### config.mk
export PLATFORM = sky130hd
export DESIGN_NAME = down_timer_arbiter_flat
export DESIGN_NICKNAME = d
export VERILOG_FILES = /design/src/rtl/down_timer_arbiter_if.sv /design/src/rtl/down_timer_arbiter.sv /design/src/flat_wrapper.sv
export SDC_FILE = /design/constraint.sdc
export NUM_CORES = 1
export LEC_CHECK = 0
export CAP_MARGIN = 10
export CORE_ASPECT_RATIO = 0.9
export CORE_UTILIZATION = 27
export DETAILED_ROUTE_END_ITERATION = 10
export PLACE_DENSITY_LB_ADDON = 0.08
export SETUP_SLACK_MARGIN = 0.4
export SLEW_MARGIN = 10
export SYNTH_ARGS = -nofsm -noshare
export SYNTH_HDL_FRONTEND = slang
export SYNTH_SLANG_ARGS = --single-unit
### constraint.sdc
create_clock -name clk -period 2.2 [get_ports clk]
set_clock_uncertainty 0.15 [all_clocks]
set_input_delay 0.22 -clock clk [delete_from_list [all_inputs] [get_ports clk]]
set_output_delay 0.22 -clock clk [all_outputs]
set_load 0.03 [all_outputs]
### src/rtl/down_timer_arbiter_if.sv
// Bundle of request/grant and counter signals shared between the timing
// clients (master side) and the shared down-timer arbiter (slave side).
interface down_timer_arbiter_if #(
    parameter int NREQ  = 4,
    parameter int WIDTH = 3
);
    logic [NREQ-1:0]       req;
    logic [NREQ*WIDTH-1:0] load_val;
    logic                  enable;
    logic [NREQ-1:0]       gnt;
    logic                  busy;
    logic [WIDTH-1:0]      cnt;
    logic [NREQ-1:0]       done;

    modport master (
        output req,
        output load_val,
        output enable,
        input  gnt,
        input  busy,
        input  cnt,
        input  done
    );

    modport slave (
        input  req,
        input  load_val,
        input  enable,
        output gnt,
        output busy,
        output cnt,
        output done
    );
endinterface

### src/rtl/down_timer_arbiter.sv
// Shared programmable down counter with a round-robin front end.
// One requester at a time owns the counter: its start value is loaded on
// grant, the counter decrements on enabled cycles, and a one-cycle done
// pulse is returned to the owner when an enabled cycle finds the count at
// zero. Dropping req while owning the counter abandons it without done.
module down_timer_arbiter #(
    parameter int NREQ  = 4,
    parameter int WIDTH = 3
) (
    input  logic                 clk,
    input  logic                 rst,
    down_timer_arbiter_if.slave  bus
);

    localparam int PW = (NREQ > 1) ? $clog2(NREQ) : 1;

    localparam logic [WIDTH-1:0] CNT_ONES = {WIDTH{1'b1}};
    localparam logic [WIDTH-1:0] CNT_ZERO = {WIDTH{1'b0}};
    localparam logic [WIDTH-1:0] CNT_ONE  = {{(WIDTH-1){1'b0}}, 1'b1};
    localparam logic [NREQ-1:0]  REQ_ZERO = {NREQ{1'b0}};
    localparam logic [PW-1:0]    PTR_ZERO = {PW{1'b0}};
    localparam logic [PW-1:0]    PTR_ONE  = {{(PW-1){1'b0}}, 1'b1};
    localparam logic [PW-1:0]    PTR_LAST = PW'(NREQ - 1);

    typedef enum logic [1:0] {
        ST_IDLE    = 2'd0,
        ST_COUNT   = 2'd1,
        ST_RELEASE = 2'd2
    } state_t;

    state_t            state_q, state_d;
    logic [NREQ-1:0]   gnt_q,   gnt_d;
    logic              busy_q,  busy_d;
    logic [WIDTH-1:0]  cnt_q,   cnt_d;
    logic [NREQ-1:0]   done_q,  done_d;
    logic [PW-1:0]     ptr_q,   ptr_d;

    logic [PW-1:0]     winner_s;
    logic [WIDTH-1:0]  winner_load_s;
    logic              owner_req_s;

    // First set request at or above the pointer, otherwise the first set
    // request below it (wrap-around search). Returns the pointer when no
    // request is set; callers only use the result when req is nonzero.
    function automatic logic [PW-1:0] rr_pick(
        input logic [NREQ-1:0] r,
        input logic [PW-1:0]   p
    );
        logic [PW-1:0] w;
        logic          found;
        w     = p;
        found = 1'b0;
        for (int i = 0; i < NREQ; i++) begin
            if (!found && r[i] && (i >= int'(p))) begin
                w     = PW'(i);
                found = 1'b1;
            end
        end
        for (int i = 0; i < NREQ; i++) begin
            if (!found && r[i]) begin
                w     = PW'(i);
                found = 1'b1;
            end
        end
        return w;
    endfunction

    // Pointer to the slot just past the winner, wrapping at NREQ-1.
    function automatic logic [PW-1:0] ptr_after(input logic [PW-1:0] w);
        logic [PW-1:0] n;
        if (w == PTR_LAST) begin
            n = PTR_ZERO;
        end else begin
            n = w + PTR_ONE;
        end
        return n;
    endfunction

    // One-hot vector with only bit w set.
    function automatic logic [NREQ-1:0] onehot(input logic [PW-1:0] w);
        logic [NREQ-1:0] v;
        v = REQ_ZERO;
        for (int i = 0; i < NREQ; i++) begin
            v[i] = (PW'(i) == w);
        end
        return v;
    endfunction

    // Winner selection and its start value, looked up with constant slices.
    always_comb begin
        winner_s      = rr_pick(bus.req, ptr_q);
        winner_load_s = CNT_ZERO;
        for (int i = 0; i < NREQ; i++) begin
            if (PW'(i) == winner_s) begin
                winner_load_s = bus.load_val[i*WIDTH +: WIDTH];
            end
        end
        owner_req_s = |(bus.req & gnt_q);
    end

    // Next-state and next-output logic of the IDLE/COUNT/RELEASE machine.
    always_comb begin
        state_d = state_q;
        gnt_d   = gnt_q;
        busy_d  = busy_q;
        cnt_d   = cnt_q;
        done_d  = REQ_ZERO;
        ptr_d   = ptr_q;

        case (state_q)
            ST_IDLE: begin
                if (|bus.req) begin
                    gnt_d   = onehot(winner_s);
                    cnt_d   = winner_load_s;
                    busy_d  = 1'b1;
                    ptr_d   = ptr_after(winner_s);
                    state_d = ST_COUNT;
                end else begin
                    state_d = ST_IDLE;
                end
            end

            ST_COUNT: begin
                // Abandon wins over completion so a dropped request never
                // sees a done pulse.
                if (!owner_req_s) begin
                    gnt_d   = REQ_ZERO;
                    busy_d  = 1'b0;
                    state_d = ST_IDLE;
                end else if (bus.enable && (cnt_q == CNT_ZERO)) begin
                    done_d  = gnt_q;
                    gnt_d   = REQ_ZERO;
                    busy_d  = 1'b0;
                    state_d = ST_RELEASE;
                end else if (bus.enable) begin
                    cnt_d   = cnt_q - CNT_ONE;
                end else begin
                    cnt_d   = cnt_q;
                end
            end

            ST_RELEASE: begin
                state_d = ST_IDLE;
            end

            default: begin
                gnt_d   = REQ_ZERO;
                busy_d  = 1'b0;
                state_d = ST_IDLE;
            end
        endcase
    end

    // State and output registers; reset aborts any count without done.
    always_ff @(posedge clk or negedge rst) begin
        if (!rst) begin
            state_q <= ST_IDLE;
            gnt_q   <= REQ_ZERO;
            busy_q  <= 1'b0;
            cnt_q   <= CNT_ONES;
            done_q  <= REQ_ZERO;
            ptr_q   <= PTR_ZERO;
        end else begin
            state_q <= state_d;
            gnt_q   <= gnt_d;
            busy_q  <= busy_d;
            cnt_q   <= cnt_d;
            done_q  <= done_d;
            ptr_q   <= ptr_d;
        end
    end

    assign bus.gnt  = gnt_q;
    assign bus.busy = busy_q;
    assign bus.cnt  = cnt_q;
    assign bus.done = done_q;

endmodule

### src/flat_wrapper.sv
// flat-port wrapper written by rule: the top's interface ports become plain ports
module down_timer_arbiter_flat 
#(
    parameter int NREQ  = 4,
    parameter int WIDTH = 3
)
  (clk, rst, bus_req, bus_load_val, bus_enable, bus_gnt, bus_busy, bus_cnt, bus_done);
  down_timer_arbiter_if #(.NREQ(NREQ), .WIDTH(WIDTH)) bus_i ();
  input  logic clk;
  input  logic rst;
  input wire logic [$bits(bus_i.req)-1:0] bus_req;
  input wire logic [$bits(bus_i.load_val)-1:0] bus_load_val;
  input wire logic [$bits(bus_i.enable)-1:0] bus_enable;
  output wire logic [$bits(bus_i.gnt)-1:0] bus_gnt;
  output wire logic [$bits(bus_i.busy)-1:0] bus_busy;
  output wire logic [$bits(bus_i.cnt)-1:0] bus_cnt;
  output wire logic [$bits(bus_i.done)-1:0] bus_done;
  assign bus_i.req = bus_req;
  assign bus_i.load_val = bus_load_val;
  assign bus_i.enable = bus_enable;
  assign bus_gnt = bus_i.gnt;
  assign bus_busy = bus_i.busy;
  assign bus_cnt = bus_i.cnt;
  assign bus_done = bus_i.done;
  down_timer_arbiter #(.NREQ(NREQ), .WIDTH(WIDTH)) u_core (.clk(clk), .rst(rst), .bus(bus_i));
endmodule
==> impl_metrics.ini <==
[route]
drc = 0
firstDrtPassIters = 4
first_iter_violations = 20
post_drt_wl_per_cell_um = 14.1
wl_mm = 2.91
vias = 972
ant_nets = 0
drt-vias-per-instance = 4.72

[place]
gp_congestion = 0.766
place_area_um2 = 1530
port_buffers = 30
dp_hpwl_mm = 2.11

[sta]
hold_violations = 0
timing.hold.ws_ns = 0.132
rsz0062_at_grt = yes
relSlewSlack_pct = 77.6
final-setup-viol-count = 0
fin_crit_ns = 2.07
slew_viol_final = 0
fmax_mhz = 482
fin_crit_sh_pct = 94.2
tightest_slew_ns = 0.336

[power]
cellPowerDensity_nw_per_um2 = 1260
leakage_nw = 0.807
ir_drop_mv = 0.612

[yosys]
yosys.area.top_type = dfrtp_1
synth-simple-area-share_pct = 16.9
yosys_warnings = 0
synth_edf_count = 0
synth_area_leaders = dfrtp_1 (31%), dfstp_2 (7.4%), ha_1 (7.1%)
synth_top_family_by_area = compound AO/OA/AOI/OAI gates
ys_async_sr_fraction_pct = 100
synth.most_common_cell = dfrtp_1
synth_top_cell_area_share_pct = 30.7
ys_ff_latch = 16
ys_seq_area_share_pct = 38.1
synthCells = 102
avgSynthCellArea_um2 = 10.4
syn_nets = 127
syn_area_um2 = 1060
synthTopCellsByCount = dfrtp_1 (13), a21oi_1 (11), inv_1 (10)
yosys.cell_types.count = 38
ys.flop_type = dfrtp_1
synth_xor_area_share_pct = 0
synth_compound_area_share_pct = 26.4
synth_fa_ha_area_share_pct = 7.08
muxShareOfSynthArea_pct = 7.20

[global_routing]
grt_pass1_wl_mm = 4.48
grt_use_total_pct = 14.8
grt_overflow = 0
grt_antenna_before_repair = 0
first_global_vias = 943
grt_max_degree = 17

[worst_setup_path]
crit_path_top_delay_cell = dfrtp_2
endpoint_kind = flop
worst_path_largest_cell_delay_ns = 0.46
critPathTopFamily = compound AO/OA/AOI/OAI gates
path_cells = nand2_2 -> a21oi_4 -> o221ai_4 -> inv_2 -> ha_4 -> nand3b_1 -> a221o_1 -> a22oi_1 -> mux2_4
setup.worst_path.class = reg2reg
path_depth = 9
worst-path-buf-inv = 1
reg2regPathDepth = 9
critPathLaunchType = flop
crit_required_ns = 2.26
cp_max_fo = 6
cp-startpoint = u_core.ptr_q[1]
worstPathArrival_ns = 2.13
reg2reg_from = u_core.ptr_q[1]

[clock_network]
htreeDepth = 1
insertion_delay_ns = 0.26
clk_pin_slew_worst_paths_ns = 0.07
cts_tree = built
clkSinkCount = 16
clock_path_buffers = 2
cts-root-buf = clkbuf_8
cts_made_buffers = 3

[die]
pin_count = 31
die_area_um2 = 4180
initial_core_util_pct = 28.4
die_h_um = 61.4
num_rows = 21
core_um2 = 3730
die_w_um = 68.0

[cells_and_area]
final_nets = 186
area_growth_pct = 66.9
final_layout_size_suffix_gt1_share_pct = 39.4
diodes = 0
final_util_pct = 47.4
fin_area_um2 = 1770

[hold_path]
min_path_type = in2async

[job]
max_cap_violations = 0

[status]
status = complete, no violations
-- registers in the layout, indices dropped and copies added, names as in the netlist --
register	count
u_core.ptr_q	2
u_core.bus.busy	1
u_core.bus.done	4
u_core.bus.cnt	3
u_core.state_q	2
u_core.bus.gnt	4
-- kinds of logic (layout without fill, tap and decap cells) --
| logic type | Yosys count | after routing |
|---|---|---|
| buf+inv | 11 | 69 |
| compound gates | 34 | 34 |
| fa+ha+maj | 6 | 6 |
| mux | 7 | 7 |
| flops | 16 | 16 |
| simple gates | 28 | 28 |
-- layer usage --
layer | track usage (%) | vias up | routed length (um)
met4 | 3.57 | 0 | 27
met5 | 0 | - | 0
met1 | 19.3 | 470 | 1340
met3 | 4.07 | 3 | 84
li1 | - | 486 | -
met2 | 24.4 | 13 | 1460
-- stage by stage --
stage               total power [mW]  setup TNS (ns)  setup slack (ns)  std cells
global placement                1.72          -0.856            -0.280        193
global route                    2.39               0            0.0525        206
detailed placement              1.74           -1.22            -0.359        193
floorplan                       1.29               0             0.238        102
CTS                             2.04               0             0.147        200
finish                          2.22               0             0.127        206
-- worst paths after layout --
check,slack [ns],to
max,0.13,u_core.bus.cnt[1]
min,0.13,u_core.bus.done[2]
max reg2reg,0.13,u_core.bus.cnt[1]
min reg2reg,0.35,u_core.bus.busy
max in group asynchronous,1.52,u_core.bus.cnt[2]
min in group clk,0.35,u_core.bus.busy
-- final cells by class --
class | instances | area [um^2]
fillers | 361 | 1960
multi-input cells | 75 | 709
well taps | 46 | 57.6
clock buffers | 4 | 55.1
repair buffers | 55 | 502
inverters | 10 | 37.5
flip-flops and latches | 16 | 408
-- repair_timing --
action                     CTS  global route
setup buffers                3             6
setup endpoints to repair   12            13
resized for setup           16            24
pin swaps                    4            10
hold buffers                 0             0
-- cell usage in the layout, fill, tap and decap left out, drive strengths merged, types with 5 or more instances in the layout --
cell type	synthesis	layout
nand2	5	5
nor2	6	6
ha	6	6
buf	1	25
dlygate4sd2	0	8
inv	10	10
mux2i	5	5
clkdlybuf4s50	0	20
a21oi	12	12
dfrtp	13	13
-- power by group --
| part | switching [mW] | internal, mW | total (mW) |
|---|---|---|---|
| combinational | 0.682 | 0.715 | 1.40 |
| clock | 0.108 | 0.159 | 0.267 |
| sequential | 0.137 | 0.425 | 0.561 |
No activity file was read; power rests on OpenSTA's default activity.
